$ cat config.mk
export PLATFORM = sky130hd
export DESIGN_NAME = ex_muldiv_unit
export DESIGN_NICKNAME = d
export VERILOG_FILES = /design/src/rtl/ex_muldiv_unit.sv
export SDC_FILE = /design/constraint.sdc
export NUM_CORES = 1
export LEC_CHECK = 0
export CORE_ASPECT_RATIO = 0.6
export CORE_MARGIN = 10
export CORE_UTILIZATION = 60
export DETAILED_ROUTE_END_ITERATION = 8
export PLACE_DENSITY_LB_ADDON = 0.05
export SLEW_MARGIN = 20
export SYNTH_ARGS = -nofsm -noshare
export SYNTH_HDL_FRONTEND = slang
export SYNTH_SLANG_ARGS = --single-unit
$ cat constraint.sdc
create_clock -name clock -period 5.1 [get_ports clock]
set_clock_uncertainty 0.2 [all_clocks]
set_input_delay 1.53 -clock clock [delete_from_list [all_inputs] [get_ports clock]]
set_output_delay 1.53 -clock clock [all_outputs]
set_load 0.03 [all_outputs]
$ cat src/rtl/ex_muldiv_unit.sv
// ex_muldiv_unit: iterative RV32M multiply/divide engine with divide shortcuts, flush abort and pipeline stall
module ex_muldiv_unit #(
    parameter int XLEN           = 32,
    parameter int BITS_PER_CYCLE = 1
) (
    input  logic            clock,
    input  logic            reset,
    input  logic            start,
    input  logic            flush,
    input  logic [2:0]      funct3,
    input  logic [XLEN-1:0] op_a,
    input  logic [XLEN-1:0] op_b,
    output logic            stall,
    output logic            done,
    output logic [XLEN-1:0] result
);
    localparam int STEPS = XLEN / BITS_PER_CYCLE;
    localparam int CW    = STEPS > 1 ? $clog2(STEPS) : 1;
    localparam int SW    = XLEN + BITS_PER_CYCLE;
    localparam logic [XLEN-1:0] MIN_INT = {1'b1, {(XLEN-1){1'b0}}};

    typedef enum logic [1:0] {IDLE, CALC, FIX, DONE} state_t;

    state_t            state_q, state_d;
    logic [CW-1:0]     cnt_q, cnt_d;
    logic [2:0]        f3_q, f3_d;
    logic [XLEN-1:0]   opx_q, opx_d, result_q, result_d;
    logic [2*XLEN-1:0] acc_q, acc_d;
    logic              neg_q, neg_d, rneg_q, rneg_d;

    logic              accept, is_div, signed_a, sgn_a, sgn_b, div_zero, div_ovf, shortcut, last;
    logic [XLEN-1:0]   abs_a, abs_b, quo_fix, rem_fix, fix_sel;
    logic [SW-1:0]     mul_sum;
    logic [2*XLEN-1:0] mul_acc, div_acc, prod_fix;
    logic [XLEN:0]     trial;

    // Operand conditioning: magnitudes plus sign flags, so CALC is purely unsigned
    assign accept   = state_q == IDLE && start && !flush;
    assign is_div   = funct3[2];
    assign signed_a = ~(funct3[0] & (funct3[1] | funct3[2]));
    assign sgn_a    = signed_a & op_a[XLEN-1];
    assign sgn_b    = signed_a & (funct3 != 3'b010) & op_b[XLEN-1];
    assign abs_a    = sgn_a ? -op_a : op_a;
    assign abs_b    = sgn_b ? -op_b : op_b;
    assign div_zero = is_div && op_b == '0;
    assign div_ovf  = is_div && !funct3[0] && op_a == MIN_INT && op_b == '1;
    assign shortcut = div_zero | div_ovf;
    assign last     = cnt_q == CW'(STEPS - 1);

    // Multiply: acc = {partial, multiplier}; add multiplicand*digit to top, shift right one digit
    assign mul_sum = SW'(acc_q[2*XLEN-1:XLEN]) + SW'(opx_q) * SW'(acc_q[BITS_PER_CYCLE-1:0]);
    assign mul_acc = {mul_sum, acc_q[XLEN-1:BITS_PER_CYCLE]};

    // Divide: acc = {remainder, quotient}; restoring step per bit, quotient bits shift in at the bottom
    always_comb begin
        div_acc = acc_q;
        trial   = '0;
        for (int i = 0; i < BITS_PER_CYCLE; i++) begin
            trial   = {div_acc[2*XLEN-1:XLEN], div_acc[XLEN-1]} - {1'b0, opx_q};
            div_acc = trial[XLEN] ? {div_acc[2*XLEN-2:0], 1'b0} : {trial[XLEN-1:0], div_acc[XLEN-2:0], 1'b1};
        end
    end

    assign prod_fix = neg_q ? -acc_q : acc_q;
    assign quo_fix  = neg_q ? -acc_q[XLEN-1:0] : acc_q[XLEN-1:0];
    assign rem_fix  = rneg_q ? -acc_q[2*XLEN-1:XLEN] : acc_q[2*XLEN-1:XLEN];
    assign fix_sel  = f3_q[2] ? (f3_q[1] ? rem_fix : quo_fix)
                              : (f3_q[1:0] == 2'b00 ? prod_fix[XLEN-1:0] : prod_fix[2*XLEN-1:XLEN]);

    always_ff @(posedge clock or negedge reset) begin
        if (!reset) state_q <= IDLE;
        else        state_q <= state_d;
    end

    always_comb begin
        state_d = flush               ? IDLE :
                  state_q == IDLE     ? (start ? (shortcut ? DONE : CALC) : IDLE) :
                  state_q == CALC     ? (last ? FIX : CALC) :
                  state_q == FIX      ? DONE : IDLE;
    end

    always_comb begin
        stall  = accept || state_q == CALC || state_q == FIX;
        done   = state_q == DONE && !flush;
        result = result_q;
    end

    always_comb begin
        cnt_d    = cnt_q;
        f3_d     = f3_q;
        opx_d    = opx_q;
        acc_d    = acc_q;
        neg_d    = neg_q;
        rneg_d   = rneg_q;
        result_d = result_q;
        if (accept) begin
            f3_d   = funct3;
            opx_d  = is_div ? abs_b : abs_a;
            acc_d  = {{XLEN{1'b0}}, is_div ? abs_a : abs_b};
            neg_d  = sgn_a ^ sgn_b;
            rneg_d = sgn_a;
            cnt_d  = '0;
            if (shortcut) result_d = div_zero ? (funct3[1] ? op_a : '1) : (funct3[1] ? '0 : MIN_INT);
        end else if (state_q == CALC) begin
            acc_d = f3_q[2] ? div_acc : mul_acc;
            cnt_d = cnt_q + 1'b1;
        end else if (state_q == FIX && !flush) begin
            result_d = fix_sel;
        end
    end

    always_ff @(posedge clock or negedge reset) begin
        if (!reset) begin
            cnt_q    <= '0;
            f3_q     <= '0;
            opx_q    <= '0;
            acc_q    <= '0;
            neg_q    <= 1'b0;
            rneg_q   <= 1'b0;
            result_q <= '0;
        end else begin
            cnt_q    <= cnt_d;
            f3_q     <= f3_d;
            opx_q    <= opx_d;
            acc_q    <= acc_d;
            neg_q    <= neg_d;
            rneg_q   <= rneg_d;
            result_q <= result_d;
        end
    end
endmodule

Word level (Yosys, flattened, before mapping)
Cells that the tools add are included.
- add/sub/neg operators: 8
- $mul: 1
- divide/modulo/power cells: 0
- magnitude comparators: 0
- eq/ne operators: 9
- shifts and indexed selects: 0
- multiplexer cells: 30
- bitwise operators: 8
- reduce and logical (&&, ||, !) cells: 18
- operators with widths (kind ; number):
    $mux 32 ; 16
    $mux 64 ; 5
    $neg 32->32 ; 4
    $eq 32x32->1 const B ; 2
    $neg 64->64 ; 1
    $add 32x33->33 ; 1
    $mul 32x1->33 ; 1
    $sub 33x32->33 ; 1
    $logic_not 32->1 ; 1
    $mux 2 ; 7
    $mux 5 ; 2
    $logic_and 1x1->1 ; 8
    $add 5x1->5 const B ; 1
    $eq 5x5->1 const B ; 1
    $and 1x1->1 ; 4
    $eq 2x2->1 const B ; 2
    $logic_not 2->1 ; 2
    $reduce_bool 2->1 ; 2
    $ne 3x2->1 const B ; 1
    $reduce_and 3->1 ; 1
    $eq 2x1->1 const B ; 1
    $logic_not 1->1 ; 2
    $logic_or 1x1->1 ; 2
    $ne 2x1->1 const B ; 1
    other kinds (4) ; 5
- flip-flop bits (word level): 140
- bits in latches: 0
- RAM bits: 0
- memory bits (read-only): 0
- input port bits: 71
- output and inout port bits: 34
- word-level logic and storage cells: 82
- memories kept: 0

Logic depth before layout (Yosys ltp)
- word-level depth: 9
- depth in mapped cells: 15
- depth with buffers taken out: 14

Worst setup path before layout
Ideal clock, no wire load.
- kind: in2out
- start: input port flush
- end: output port stall
- data arrival time: 3.011 ns
- data required time: 3.370 ns
- slack: 0.359 ns
- stages on the path: 5
- buffers on the path: 3
- cells stage by stage: or4b_2 clkbuf_1 buf_2 buf_1 nand3_1
- cells in the longest elaborated chain, start to end: 4
- ends and longest elaborated chain (item ; RTL line ; source):
    start: declaration ; 9 ; input logic flush,
    $logic_not 1->1 ; 38 ; assign accept = state_q == IDLE && start && !flush;
    $logic_and 1x1->1 ; 38 ;
    $logic_or 1x1->1 (2 in series) ; 83 ; stall = accept || state_q == CALC || state_q == FIX;
    end: declaration ; 13 ; output logic stall,
No other way between the ends.

Final worst setup path
- start: register acc_q[31]
- end: register acc_q[38]
- cells in the longest elaborated chain, start to end: 5
- ends and longest elaborated chain (item ; RTL line ; source):
    start: declaration ; 28 ; logic [2*XLEN-1:0] acc_q, acc_d;
    start signal: assignment ; 117 ; acc_q <= '0;
    start signal: assignment ; 125 ; acc_q <= acc_d;
    $sub 33x32->33 ; 59 ; trial = {div_acc[2*XLEN-1:XLEN], div_acc[XLEN-1]} - {1'b0, opx_q};
    $mux 64 ; 60 ; div_acc = trial[XLEN] ? {div_acc[2*XLEN-2:0], 1'b0} : {trial[XLEN-1:0], div_acc[XLEN-2:0], 1'b1};
    $mux 64 ; 105 ; acc_d = f3_q[2] ? div_acc : mul_acc;
    $mux 64 ; 104 ; end else if (state_q == CALC) begin
    $mux 64 ; 96 ; if (accept) begin
No other way between the ends. The select of a mux whose other input is x is not followed.
A chain may end at the register's enable or synchronous reset.

==> impl_metrics.yaml <==
outcome:
  status: "complete, no violations"
sta:
  slew_headroom_pct: 33.4
  fin_crit_ns: 4.85
  slew_viol_final: 0
  fin_setup_tns_ns: 0
  finalCritPeriodShare_pct: 95.0
  hold_violations: 0
  setup_viol: 0
  tightest_slew_ns: 0.990
  rsz0062_at_grt: "false"
  fmax_mhz: 206
yosys:
  synthFlopType: "dfrtp_1"
  netlist_instances: 1881
  yosysUniqueCellTypes: 84
  synth.most_common_cell: "nand2_1"
  synth-seq-cells: 140
  synth_top_area_share_pct: 24.3
  avgSynthCellArea_um2: 7.66
  synth_common_cells: "nand2_1, o21ai_0, dfrtp_1, a21oi_1, nor2_1"
  seq_area_frac_synth_pct: 24.3
  ys_async_sr_fraction_pct: 100
  yosys.area.top_type: "dfrtp_1"
  synth.cell_area_um2: 14400
  synth_area_leaders: "dfrtp_1, xor2_1, o21ai_0"
  synth_edf_count: 0
  yosys_warnings: 0
  syn-num-nets: 2025
placement:
  portBuffers: 104
  placedCellCount: 2226
  hpwlAfterDp_mm: 40.6
  dpl_cell_area_um2: 15900
  gp_congestion: 0.986
global_routing:
  overflow: 0
  grt_pass1_wl_mm: 82.3
  first_global_vias: 14170
  grt_max_degree: 99
  grt_usage_pct: 34.0
  antenna_found_initial: 0
floorplan:
  core_area_um2: 23300
  die_area_um2: 30800
  fp-row-count: 43
  num_io_pins: 105
  die_h_um: 140
  start_util_pct: 61.7
  die_w_um: 220
layout:
  final_layout_size_suffix_gt1_share_pct: 7.21
  fillCellCount: 1908
  antenna_cells: 0
  final_util_pct: 71.0
  nets: 2074
  fin_area_um2: 16600
  syn2layout_area_growth_pct: 15.0
  stdcell_count: 2258
clocking:
  cts_buffers: 17
  cts_resized: 0
  cts.clk_slew.worst_paths_ns: 0.06
  cts_max_level: 4
  clk_latency_ns: 0.45
  cts_setup_buffers: 0
  cts_root_buf: "clkbuf_16"
  clkSinkCount: 140
  cts_tree: "built"
  cts.path.max_buffers: 2
  cts_hold_buf: 0
pwr:
  power.leakage_uw: 0.00702
  ir_drop_v: 0.000449
  power.density_nw_per_um2: 545
setup_path:
  startpoint: "acc_q[31]"
  rr_worst_depth: 14
  worst_r2r_endpoint: "acc_q[38]"
  worstSetupPathType: "reg -> reg"
  worst_setup_path_start_kind: "flip-flop"
  arrival_ns: 4.99
  crit_path_end: "acc_q[38]"
  required_ns: 5.25
  r2r-start: "acc_q[31]"
  cp-end-kind: "flip-flop"
  rrSetupSlack_ns: 0.25
  critPathMaxFanout: 26
route:
  drt_iter0_markers: 2067
  wire_per_inst_um: 23.8
  first_pass_iters: 6
  vias_per_cell: 6.80
  routed_wl_mm: 53.6
  drtAntennaViolNets: 0
  route.vias.total: 15362
  drc: 0
min_path:
  hp-class: "reg -> reg"
job:
  drv_cap: 0
==> worst min-delay path by stage <==
stage                          from         to  slack (ns)  cells past startpoint
after CTS                 opx_q[12]  opx_q[12]        0.28                      1
after floorplan           opx_q[12]  opx_q[12]        0.25                      1
after detailed placement  opx_q[12]  opx_q[12]        0.27                      1
final                     opx_q[12]  opx_q[12]        0.28                      1
after global placement    opx_q[12]  opx_q[12]        0.26                      1
after global routing      opx_q[12]  opx_q[12]        0.31                      1
==> report_power, final <==
group	leakage [uW]	switching (uW)	internal, uW
combinational	0.00488	3310	2210
sequential	0.00181	601	1390
clock	0.000336	534	989
total	0.00702	4450	4590
==> flip-flops by register name, indices dropped and copies added (netlist names) <==
name	count
rneg_q	1
neg_q	1
state_q	2
f3_q	3
acc_q	64
result	32
cnt_q	5
opx_q	32
==> cells in the final DEF (no fill, tap or decap), types with 17 or more instances in the layout <==
cell type	n
nor3_1	28
xnor2_1	91
or3_1	20
nand2b_1	18
buf_4	64
inv_1	57
a21o_1	24
a21oi_1	133
ha_1	71
nand3_1	54
o211ai_1	35
o221ai_1	34
a31oi_1	17
o31ai_1	30
nand4_1	20
o21ai_1	27
mux2i_1	69
clkdlybuf4s50_1	101
xor2_1	113
nand2_1	208
nor2_1	132
clkbuf_16	17
o21ai_0	193
a22oi_1	21
dfrtp_1	138
==> kinds of logic after synthesis <==
logic type	share of synthesized area, %
AO/OA/AOI/OAI	27.1
buffers and inverters	5.39
XOR/XNOR	12.5
AND/OR/NAND/NOR	19.3
flip-flops	24.3
adder cells (fa/ha/maj)	6.44
multiplexers	4.95
==> cell type report <==
class                   count  area, um2  area share (%)
multi-input cells        1542      10200            61.4
repair buffers            171       1590            9.58
flip-flops and latches    140       3510            21.2
clock buffers              20        457            2.76
clock inverters            12        240            1.45
inverters                  58        218            1.31
well taps                 315        394            2.38
==> worst max-delay path, stage by stage (launching register included) <==
cell and delay (ns):
dfrtp_1 0.42, inv_1 0.20, ha_1 0.28, fa_1 0.43, nor2b_1 0.19, o31ai_1 0.12, a31oi_1 0.36, a41oi_1 0.29
a21oi_1 0.39, o21ai_1 0.22, o21ai_0 0.58, xor2_4 0.21, buf_12 0.23, mux2_2 0.37, o221ai_1 0.19
==> layer usage <==
metal / track usage (%) / wire (um) / up-vias
met1: 48.1 / 22900 / 7331
met4: 12.9 / 1730 / 2
li1: - / - / 6948
met3: 11.3 / 7450 / 108
met2: 46.0 / 21500 / 973
met5: 1.83 / 73 / -
==> per-stage QoR <==
stage	power (uW)	hold slack, ns	setup slack (ns)
detailed placement	7260	0.270	0.126
finish	9030	0.283	0.255
floorplan	5740	0.250	0.359
CTS	8820	0.284	0.445
global route	9580	0.309	0.167
global placement	7120	0.264	0.188
No activity file was read; power rests on OpenSTA's default activity.
==> RTL change, RTL diff (same settings) <==
Change the parameter `XLEN` from 32 to 16.
--- a/src/rtl/ex_muldiv_unit.sv
+++ b/src/rtl/ex_muldiv_unit.sv
@@ -2,3 +2,3 @@
 module ex_muldiv_unit #(
-    parameter int XLEN           = 32,
+    parameter int XLEN           = 16,
     parameter int BITS_PER_CYCLE = 1
Interface: changed (resized op_a, op_b and result); port bits go from 105 to 57. The function was not compared with the original's and may differ.
==> RTL change against the unedited design <==
Total power shrank 54%. Sequential cell count down 65. Sequential power is 45% lower. First-iteration DRC count fell by 48%. Design area fell by 49%. Wire length fell by 53%. Final cell count is 49% lower. Largest power group unchanged. Synthesized area shrank 48%. Non-clock buffer count decreased by 102. Setup slack improved by 350 ps. Register-to-register slack improved by 870 ps. Global-route usage fell by 5.6 points. Combinational power is 56% lower.
==> RTL change: results (changes against the unedited design) <==
Hold path
The path with the worst hold slack has its endpoint at result[5]. The cell depth of the worst min-delay path is 2 (+1). The startpoint identified for the worst hold timing path is result[5].

Placement
The worst slack after detailed placement is 548 ps (+422 ps). The number of placed cells counting well taps is 1,145 (-49%). The half-perimeter wire length after detailed placement was 19,400 um (-52%). The post-detailed-placement cell area came to 8080 um^2 (-49%).

The routability congestion estimate came to 1.02 (+3.3%). The number of port buffers is 56 (-46%).

Drt
The first-iteration detailed-routing DRC count was 1,085 (-48%). The routed length on met3 is 3550 um (-52%). The total length of routed met2 wires was 10,300 um (-52%). The total routed wirelength came to 25,100 um (-53%). The detailed router used layers up to and including met4. The average wire length per cell after detail routing is 21.7 um (-8.8%).

The total routed wire length on the met1 layer is 10,900 um (-52%). The via density per instance came to 6.75 (-0.78%).

CTS
The number of cells upsized or downsized after cts is 0 (unchanged). The clock insertion delay at the later pin of the skew report is 340 ps (-110 ps). The cell at the root of the clock tree is clkbuf_16. The H-tree depth is 3 (-1). The number of setup buffers added after CTS is 0 (unchanged). The number of buffers added by the clock tree synthesis step is 9 (-8).

Setup path
The number of cell instances on the worst register-to-register path is 9 (-5). The worst-path maximum fanout came to 5 (-81%). The master of the slowest instance on the critical path is clkdlybuf4s50_1.

The launch instance of the worst register-to-register path is acc_q[17]. The delay of the slowest cell on the worst path is 420 ps (-160 ps). On the critical path the largest part of the delay comes from buffers and inverters.

The worst-case register-to-register setup slack came to 1120 ps (+870 ps). The worst path arrival time came to 2770 ps (-2220 ps). The launch point of the critical path is flush. The worst flop-to-flop path endpoint is acc_q[31]. The timing endpoint of the critical path is stall.

Synthesis
The part of the Yosys area used for sequential elements was 0.251 (+0.00810). The average instance area after synthesis is 7.69 um^2 (+0.33%). The count of yosys warnings during synthesis is 0 (unchanged). Ranked by total cell area, the synthesized netlist is headed by dfrtp_1 25%, o21ai_0 7.2%, ha_1 6.4%. Counting instances in the post-synthesis netlist gives the leading cell types as 107 x o21ai_0, 102 x nand2_1, 88 x nor2_1, 75 x dfrtp_1, 59 x a21oi_1. The number of distinct standard cells referenced by the synthesized netlist was 72 (-14%).

Layout
The number of flip-flops in the largest register is 32 (-50%). The register with the most flip-flops is acc_q. The total inserted antenna cells is 0 (unchanged). The fraction of layout cells with a size suffix above 1 came to 0.0482 (-0.0239). The net count of the finished layout was 1,070 (-48%). The fill cell total of the finished layout is 1,025 (-46%).

GRT
The global router's overall resource usage came to 0.284 (-0.0558). The first-pass GRT wire length is 39,600 um (-52%). The initial antenna violation count is 0 (unchanged). The pin count of the biggest net entering global routing came to 76 (-23%). The number of global-route vias before repair is 7,083 (-50%).

Run status
The flow ran to the end, and the final reports show no timing, DRC or antenna violations.

Pwr
The leakage power total is 3.49 nW (-50%). The worst voltage drop across the vdd grid is 0.361 mV (-20%).

STA
The highest clock rate was 222 MHz (+7.7%). The worst relative slew slack was 0.220 (-0.114).
## RTL change: changes by cell type after synthesis, moves of 33 or more
cell      unedited run  this run
nand2_1            209       102
o21ai_0            193       107
a21oi_1            133        59
clkbuf_1           115        45
xor2_1             114        46
dfrtp_1            140        75
xnor2_1             91        41
nor2_1             133        88
mux2i_1             69        35
ha_1                71        38
## RTL change: cell type report
cell class / count / area [um^2] / area share
clock buffers: 10 / 229 / 0.0274
clock inverters: 6 / 66.3 / 0.00792
inverters: 36 / 135 / 0.0161
multi-input cells: 800 / 5200 / 0.622
flip-flops and latches: 75 / 1880 / 0.224
well taps: 165 / 206 / 0.0247
repair buffers: 69 / 653 / 0.0780
## RTL change: report_power, final
part | internal, mW | switching, mW
registers | 0.752 | 0.340
clock network | 0.380 | 0.277
logic | 1.01 | 1.40
## RTL change: logic make-up (layout without fill, tap and decap cells)
group                      after synthesis  in the layout  synth area share
AOI/OAI and AO/OA                      305            305             0.259
DFF                                     75             75             0.251
xor gates and xnor gates                88             88             0.106
muxes                                   37             37            0.0499
adders and majority gates               40             40            0.0690
and+or+nand+nor                        330            330             0.213
buffers and inverters                   97            121            0.0531
## RTL change: metal layers
layer,vias up,track usage
met5,-,0
met3,54,0.0855
met1,3719,0.416
met2,497,0.398
li1,3567,-
met4,0,0.0604
## RTL change: metrics by stage
stage	power (mW)	hold slack, ps	util
4_1_cts	4.08	283	0.692
3_5_place_dp	3.42	270	0.667
3_3_place_gp	3.33	265	0.667
2_1_floorplan	2.78	249	-
6_report	4.16	281	0.692
5_1_grt	4.42	317	0.692
## RTL change: worst reg2reg max path, stage by stage (launching register included)
cell and delay, ps:
dfrtp_1 550, ha_1 350, nor2b_1 170, o31a_1 290, o41a_1 430, a41oi_2 400, a31oi_4 320, xnor2_4 690
nor4_1 160, a221oi_1 330
